==> config.mk <==
export PLATFORM = sky130hd
export DESIGN_NAME = pwm_dt_multich
export DESIGN_NICKNAME = d
export VERILOG_FILES = /design/src/rtl/pwm_dt_multich.sv
export SDC_FILE = /design/constraint.sdc
export NUM_CORES = 1
export LEC_CHECK = 0
export ABC_CLOCK_PERIOD_IN_PS = 3400
export BUFFER_PORTS_ARGS = -buffer_cell sky130_fd_sc_hd__buf_4
export CAP_MARGIN = 40
export CORE_MARGIN = 2
export CORE_UTILIZATION = 55
export CTS_CLUSTER_DIAMETER = 100
export DETAILED_ROUTE_END_ITERATION = 10
export PLACE_DENSITY_LB_ADDON = 0.15
export SYNTH_ARGS = -nofsm -noshare
export SYNTH_HDL_FRONTEND = slang
export SYNTH_SLANG_ARGS = --single-unit
==> constraint.sdc <==
create_clock -name clk -period 3.4 [get_ports clk]
set_input_delay 0.17 -clock clk [delete_from_list [all_inputs] [get_ports clk]]
set_output_delay 0.17 -clock clk [all_outputs]
set_load 0.03 [all_outputs]
==> src/rtl/pwm_dt_multich.sv <==
// Multichannel complementary PWM with dead-time insertion. One free-running period
// counter feeds every channel. Duty/dead-time updates are shadowed until the period boundary.

module pwm_dt_multich_chk #(
  parameter int NCH = 2
) (
  input logic           clk,
  input logic           rst_n,
  input logic [NCH-1:0] pwm_hi,
  input logic [NCH-1:0] pwm_lo
);
  // The high-side and low-side switches of one pair must never both be on.
  a_no_shoot_through: assert property (@(posedge clk) disable iff (!rst_n)
    ((pwm_hi & pwm_lo) == {NCH{1'b0}}));
endmodule

module pwm_dt_multich #(
  parameter int WIDTH = 12,
  parameter int NCH   = 2,
  parameter int DT_W  = 8
) (
  input  logic                 clk,
  input  logic                 rst_n,
  input  logic                 en,
  input  logic                 duty_wr,
  input  logic [NCH*WIDTH-1:0] duty,
  input  logic [DT_W-1:0]      deadtime,
  output logic [NCH-1:0]       pwm_hi,
  output logic [NCH-1:0]       pwm_lo,
  output logic                 period_start
);

  // Compare width wide enough that duty + dead time never wraps.
  localparam int CW = ((DT_W > WIDTH) ? DT_W : WIDTH) + 1;
  localparam logic [WIDTH-1:0] CNT_MAX = {WIDTH{1'b1}};
  localparam logic [CW-1:0]    LO_LIM  = CW'(CNT_MAX) - CW'(1'b1);

  logic [WIDTH-1:0]     r_cnt;
  logic                 r_run;
  logic [NCH*WIDTH-1:0] r_pend_duty;
  logic [DT_W-1:0]      r_pend_dt;
  logic [NCH*WIDTH-1:0] r_act_duty;
  logic [DT_W-1:0]      r_act_dt;
  logic [NCH-1:0]       r_pwm_hi;
  logic [NCH-1:0]       r_pwm_lo;
  logic                 r_period_start;

  logic                 w_at_max;
  logic                 w_load;
  logic [CW-1:0]        w_cnt_ext;
  logic [CW-1:0]        w_dt_ext;
  logic [NCH-1:0]       w_hi_nxt;
  logic [NCH-1:0]       w_lo_nxt;

  // Load decision and per-channel next-state drive.
  always_comb begin
    w_at_max  = (r_cnt == CNT_MAX);
    w_load    = en & (~r_run | w_at_max);
    w_cnt_ext = CW'(r_cnt);
    w_dt_ext  = CW'(r_act_dt);
    w_hi_nxt  = {NCH{1'b0}};
    w_lo_nxt  = {NCH{1'b0}};
    for (int k = 0; k < NCH; k++) begin
      logic [WIDTH-1:0] v_duty;
      logic [CW-1:0]    v_sum;
      v_duty = r_act_duty[k*WIDTH +: WIDTH];
      v_sum  = CW'(v_duty) + w_dt_ext;
      // Outputs stay low while the counter is parked waiting for its first load.
      if (r_run) begin
        w_hi_nxt[k] = (w_cnt_ext >= w_dt_ext) & (r_cnt < v_duty);
        w_lo_nxt[k] = (v_sum <= LO_LIM) & (w_cnt_ext >= v_sum) & ~w_at_max;
      end else begin
        w_hi_nxt[k] = 1'b0;
        w_lo_nxt[k] = 1'b0;
      end
    end
  end

  // Pending (shadow) registers, written whenever the host strobes duty_wr.
  always_ff @(posedge clk or negedge rst_n) begin
    if (!rst_n) begin
      r_pend_duty <= {(NCH*WIDTH){1'b0}};
      r_pend_dt   <= {DT_W{1'b0}};
    end else if (duty_wr) begin
      r_pend_duty <= duty;
      r_pend_dt   <= deadtime;
    end
  end

  // Period counter, active-register load and registered gate drive.
  always_ff @(posedge clk or negedge rst_n) begin
    if (!rst_n) begin
      r_cnt          <= {WIDTH{1'b0}};
      r_run          <= 1'b0;
      r_act_duty     <= {(NCH*WIDTH){1'b0}};
      r_act_dt       <= {DT_W{1'b0}};
      r_pwm_hi       <= {NCH{1'b0}};
      r_pwm_lo       <= {NCH{1'b0}};
      r_period_start <= 1'b0;
    end else if (!en) begin
      r_cnt          <= {WIDTH{1'b0}};
      r_run          <= 1'b0;
      r_pwm_hi       <= {NCH{1'b0}};
      r_pwm_lo       <= {NCH{1'b0}};
      r_period_start <= 1'b0;
    end else begin
      r_pwm_hi       <= w_hi_nxt;
      r_pwm_lo       <= w_lo_nxt;
      r_period_start <= w_load;
      if (w_load) begin
        r_act_duty <= r_pend_duty;
        r_act_dt   <= r_pend_dt;
        r_cnt      <= {WIDTH{1'b0}};
        r_run      <= 1'b1;
      end else begin
        r_cnt <= r_cnt + {{(WIDTH-1){1'b0}}, 1'b1};
      end
    end
  end

  assign pwm_hi       = r_pwm_hi;
  assign pwm_lo       = r_pwm_lo;
  assign period_start = r_period_start;

  pwm_dt_multich_chk #(.NCH(NCH)) u_chk (
    .clk    (clk),
    .rst_n  (rst_n),
    .pwm_hi (r_pwm_hi),
    .pwm_lo (r_pwm_lo)
  );

endmodule
; ---- Word level (Yosys, flattened, before mapping)
; Index checks and enable logic that the tools add are counted.
[word_totals]
register_bits = 82
in_bits = 36
output_inout_bits = 5
word_cells = 43
[op_classes]
add_sub_neg = 3
n_lt_le_gt_ge = 7
eq_ne = 2
mux = 11
n_bitwise = 10
reduce_logical = 1
[ops]
columns = op, n
row1 = adder 12 x 8 -> 13 bit, 2
row2 = greater-or-equal comparator 12 x 13 -> 1 bit, 2
row3 = "less-or-equal comparator 13 x 12 -> 1 bit, second input constant", 2
row4 = less-than comparator 12 bit, 2
row5 = 2-to-1 mux 12 bit, 2
row6 = "adder 12 x 1 -> 12 bit, second input constant", 1
row7 = "equality test 12 bit, second input constant", 1
row8 = greater-or-equal comparator 12 x 8 -> 1 bit, 1
row9 = bitwise AND 1 bit, 7
row10 = 2-to-1 mux 1 bit, 7
row11 = 2-to-1 mux 2 bit, 2
row12 = "!= test 2 x 1 -> 1 bit, second input constant", 1
row13 = NOT 1 bit, 2
row14 = AND reduction 2 bit, 1
row15 = OR 1 bit, 1

; ---- Logic depth before layout (Yosys ltp)
[depth]
ltp_word = 6
mapped_depth = 15
depth_no_buf = 15

; ---- Worst setup path after synthesis
; Ideal clock, no wire load.
[synth_timing]
kind = register to register
from = register r_act_dt[0]
to = register r_pwm_lo[0] (netlist: pwm_lo[0])
setup_ps = 66
arrival_time_ps = 2718
slack_ps = 616
path_stages_with_launch = 16
synth_period_minus_slack_ps = 2784
cell_sequence = dfrtp_1 ha_1 inv_1 fa_1 and2b_1 nor3_1 o31a_1 a21oi_1 xnor2_1 ha_1 o21ai_0 nand2b_1 a21oi_1 a311o_1 a21oi_1 o31a_1
[synth_between]
elab_chain_cells = 6
elab_cells_between_ends = 7
cone_classes = add/sub: 1 / order compare: 2 / mux: 2 / bitwise: 2
[synth_lines]
columns = item, line_no
row1 = start: declaration, 43  ; logic [DT_W-1:0] r_act_dt;
row2 = start signal: assignment, 96  ; r_act_dt <= {DT_W{1'b0}};
row3 = start signal: assignment, 112  ; r_act_dt <= r_pend_dt;
row4 = adder 12 x 8 -> 13 bit (*), 67  ; v_sum = CW'(v_duty) + w_dt_ext;
row5 = less-or-equal comparator 13 x 12 -> 1 bit or greater-or-equal comparator 12 x 13 -> 1 bit (tied branches), 71  ; w_lo_nxt[k] = (v_sum <= LO_LIM) & (w_cnt_ext >= v_sum) & ~w_at_max;
row6 = bitwise AND 1 bit (*) (2 in series), 71
row7 = 2-to-1 mux 1 bit (*), 69  ; if (r_run) begin
row8 = 2-to-1 mux 2 bit (*), 100  ; end else if (!en) begin
row9 = end signal: assignment, 98  ; r_pwm_lo <= {NCH{1'b0}};
row10 = end signal: assignment, 104  ; r_pwm_lo <= {NCH{1'b0}};
row11 = end signal: assignment, 108  ; r_pwm_lo <= w_lo_nxt;
row12 = end: declaration, 45  ; logic [NCH-1:0] r_pwm_lo;
; Every way passes the cells marked *; elsewhere a longest branch is shown, timed or not.
; A chain may end at the register's enable or synchronous reset.

; ---- Worst setup path after layout
[layout_timing]
from = register r_act_dt[0]
to = register r_pwm_lo[1] (netlist: pwm_lo[1])
; Same word-level chain as after synthesis.

==> results.py <==
metrics = {
    "worst_setup_path": {
        "crit_buf_inv": 1,
        "cp_cell_sequence": "ha_1, inv_1, fa_1, nand2b_1, a21oi_2, o21bai_1, a211oi_1, xnor2_1, ha_1, o21ai_0, nand2b_1, a21oi_1, a311oi_1, o21ai_1, a31oi_1",
        "path_max_fanout": 4,
        "arrival_ns": 3.42,
        "slowest_delay_ns": 0.41,
        "regToRegStartpoint": "r_act_dt[0]",
        "r2r_setup_slack_ns": 0.26,
        "crit_required_ns": 3.68,
        "cp_top_family": "compound AO/OA/AOI/OAI gates",
        "worstReg2RegEnd": "pwm_lo[1]",
        "worstRegToRegCells": 15,
        "path_class": "flip-flop to flip-flop",
        "crit_path_start_kind": "flip-flop",
        "crit_path_end_kind": "flip-flop",
        "critPathSlowestCell": "dfrtp_1",
    },
    "yosys": {
        "yosys_warnings": 0,
        "yosys.area_share.simple_pct": 9.11,
        "synth_cell_types": 42,
        "synth_top_family_by_area": "adder cells",
        "synthTopCellsByArea": "dfrtp_1 40%, ha_1 17%, mux2_1 8.6%",
        "syn-num-nets": 578,
        "synth_xor_area_share_pct": 5.33,
        "yosysMostFrequentCell": "dfrtp_1",
        "synth_seq_area_share_pct": 40.3,
        "syn_inst": 469,
        "avgSynthCellArea_um2": 10.9,
        "syn_area_um2": 5100,
        "yosys-mux-area-fraction_pct": 14.1,
        "synth_commonest_cells": "82 x dfrtp_1, 71 x ha_1, 39 x mux2_1",
        "ys.flop_type": "dfrtp_1",
        "synth_edf_count": 0,
        "synth.top_cell.area_share_pct": 40.3,
        "synth_seq_cells": 82,
        "synth-adder-area-share_pct": 18.2,
        "async_reset_ff_share_pct": 100,
        "synth-compound-area-share_pct": 9.62,
        "synth_area_leader_cell": "dfrtp_1",
    },
    "cts": {
        "numCtsBuffers": 9,
        "cts.sink_count": 82,
        "cts_root_buf": "clkbuf_8",
        "clock_latency_ns": 0.35,
        "tritoncts": "done",
        "cts_setup_buffers": 0,
        "h-tree-depth": 3,
        "clk_path_buf_depth": 2,
        "path_clk_slew_ns": 0.08,
    },
    "die": {
        "initial_core_util_pct": 55.9,
        "die_area_um2": 10100,
        "pin_count": 41,
        "rows": 35,
        "coreArea_um2": 9110,
        "die_h_um": 100,
        "fp.dieW_um": 100,
    },
    "timing": {
        "drv_slew": 0,
        "rsz0062_at_grt": "no",
        "fin_crit_ns": 3.14,
        "slew_headroom_pct": 67.9,
        "fin_crit_sh_pct": 92.3,
        "fmax_ghz": 0.319,
        "final-hold-violation-count": 0,
        "worst_pin_slew_ns": 0.481,
        "finalSetupViolations": 0,
        "setup_tns_ns": 0,
        "fin_skew_ns": 0.00845,
    },
    "worst_hold_path": {
        "min_path_type": "input port to flip-flop",
        "whs_endpoint": "r_pend_duty[22]",
        "holdPathStages": 2,
        "hold_start": "duty[22]",
    },
    "finish": {
        "drive_gt1_share_pct": 16.0,
        "nFillCells": 781,
        "diodes": 0,
        "area_growth_pct": 12.7,
        "final_nets": 624,
        "final_util_pct": 63.1,
    },
    "global_route": {
        "grt_start_max_net_pins": 53,
        "antenna_found_initial": 0,
        "grt_overflow": 0,
        "grt_usage_pct": 22.1,
        "grt_pass1_vias": 3678,
        "grt_pass1_wl_mm": 17.5,
    },
    "drt": {
        "drc": 0,
        "finalWirelength_mm": 10.1,
        "dr.pass1.iters": 4,
        "postRouteAntennaNets": 0,
        "wire_per_inst_um": 15.9,
        "drt-initial-drc-count": 112,
        "viasPerCell": 5.54,
        "num_vias": 3494,
    },
    "pwr": {
        "ir_drop_mv": 0.247,
        "pwr_density_cell_nw_per_um2": 515,
        "p_leak_nw": 2.82,
    },
    "place": {
        "hpwl_mm": 7.60,
        "gp_congestion": 0.837,
        "portBuffers": 40,
    },
    "run": {
        "cap_violations": 0,
    },
    "status": {
        "status": "finished, final reports clean",
    },
}
==> sequential cells by signal (all words and copies together), names as in the netlist <==
| name | count |
|---|---|
| r_pend_duty | 24 |
| r_cnt | 12 |
| pwm_hi | 2 |
| r_run | 1 |
| r_act_dt | 8 |
| pwm_lo | 2 |
| r_pend_dt | 8 |
| period_start | 1 |
| r_act_duty | 24 |
==> where the power goes <==
group | switching, mW | total (mW) | internal, mW
clock | 0.355 | 0.693 | 0.338
sequential | 0.105 | 1.19 | 1.09
combinational | 0.575 | 1.07 | 0.496
total | 1.04 | 2.96 | 1.92
==> cell usage in the layout, fill, tap and decap left out, types with 8 or more instances in the layout <==
cell type | netlist | routed
a21oi_1 | 28 | 27
buf_4 | 0 | 41
clkbuf_8 | 0 | 9
dfrtp_1 | 82 | 82
ha_1 | 71 | 71
inv_1 | 34 | 34
mux2_1 | 39 | 39
mux2_2 | 25 | 25
nand2_1 | 19 | 19
nand2b_1 | 10 | 10
nand3_1 | 9 | 9
nor2_1 | 29 | 29
nor3_1 | 8 | 8
o21ai_0 | 10 | 10
o21ai_1 | 9 | 9
xnor2_1 | 19 | 19
xor2_1 | 12 | 12
==> area by class of cell <==
type,instances,area (um2),area share [%]
timing repair buffer,44,355,6.19
tap,111,139,2.42
clock inverter,5,55.1,0.958
sequential,82,2050,35.7
inverter,35,131,2.29
multi-input combinational,343,2880,50.1
clock buffer,11,131,2.29
==> metrics by stage <==
step	worst slack [ns]	area, um2	total power [mW]	hold slack [ns]	cells
final	0.262	5740	2.96	0.0251	631
after global routing	0.0567	5740	3.18	0.0170	631
after CTS	0.247	5740	2.98	0.0187	631
after detailed placement	0.311	5530	2.28	0.132	613
after global placement	0.453	5510	2.22	0.303	612
after floorplan	0.616	5100	1.99	-0.126	469
==> worst register-to-register path, cell delays in order (launching register included) <==
cell and delay [ns]:
dfrtp_1 0.41, ha_1 0.18, inv_1 0.05, fa_1 0.41
nand2b_1 0.20, a21oi_2 0.15, o21bai_1 0.11, a211oi_1 0.29
xnor2_1 0.14, ha_1 0.31, o21ai_0 0.10, nand2b_1 0.09
a21oi_1 0.07, a311oi_1 0.28, o21ai_1 0.11, a31oi_1 0.15
==> how the worst max path moves through the flow <==
stage,from,end,slack [ns],depth (start not counted)
2_1_floorplan,r_act_dt[0],pwm_lo[0],0.62,15
3_3_place_gp,r_act_dt[0],pwm_lo[0],0.45,15
3_5_place_dp,r_act_dt[0],pwm_lo[1],0.31,13
4_1_cts,r_act_dt[0],pwm_lo[1],0.25,15
5_1_grt,r_act_dt[0],pwm_lo[1],0.06,15
6_report,r_act_dt[0],pwm_lo[1],0.26,15
==> timing repair <==
action                                  in CTS  in global routing
endpoints found under the hold margin       31                  0
resized for setup                            0                  2
endpoints found under the setup margin       0                  1
hold buffers                                 2                  0
==> cells by family after synthesis <==
group	Yosys count
fa+ha+maj	73
simple gates	95
flops	82
xor+xnor	31
compound gates	80
buf+inv	44
mux	64
==> layer usage <==
metal	wire length [um]	track usage, %
met5	0	0
met4	138	6.85
met3	222	3.20
met2	4920	37.7
met1	4780	29.2
Note: power is estimated with default switching activity, not from simulation.
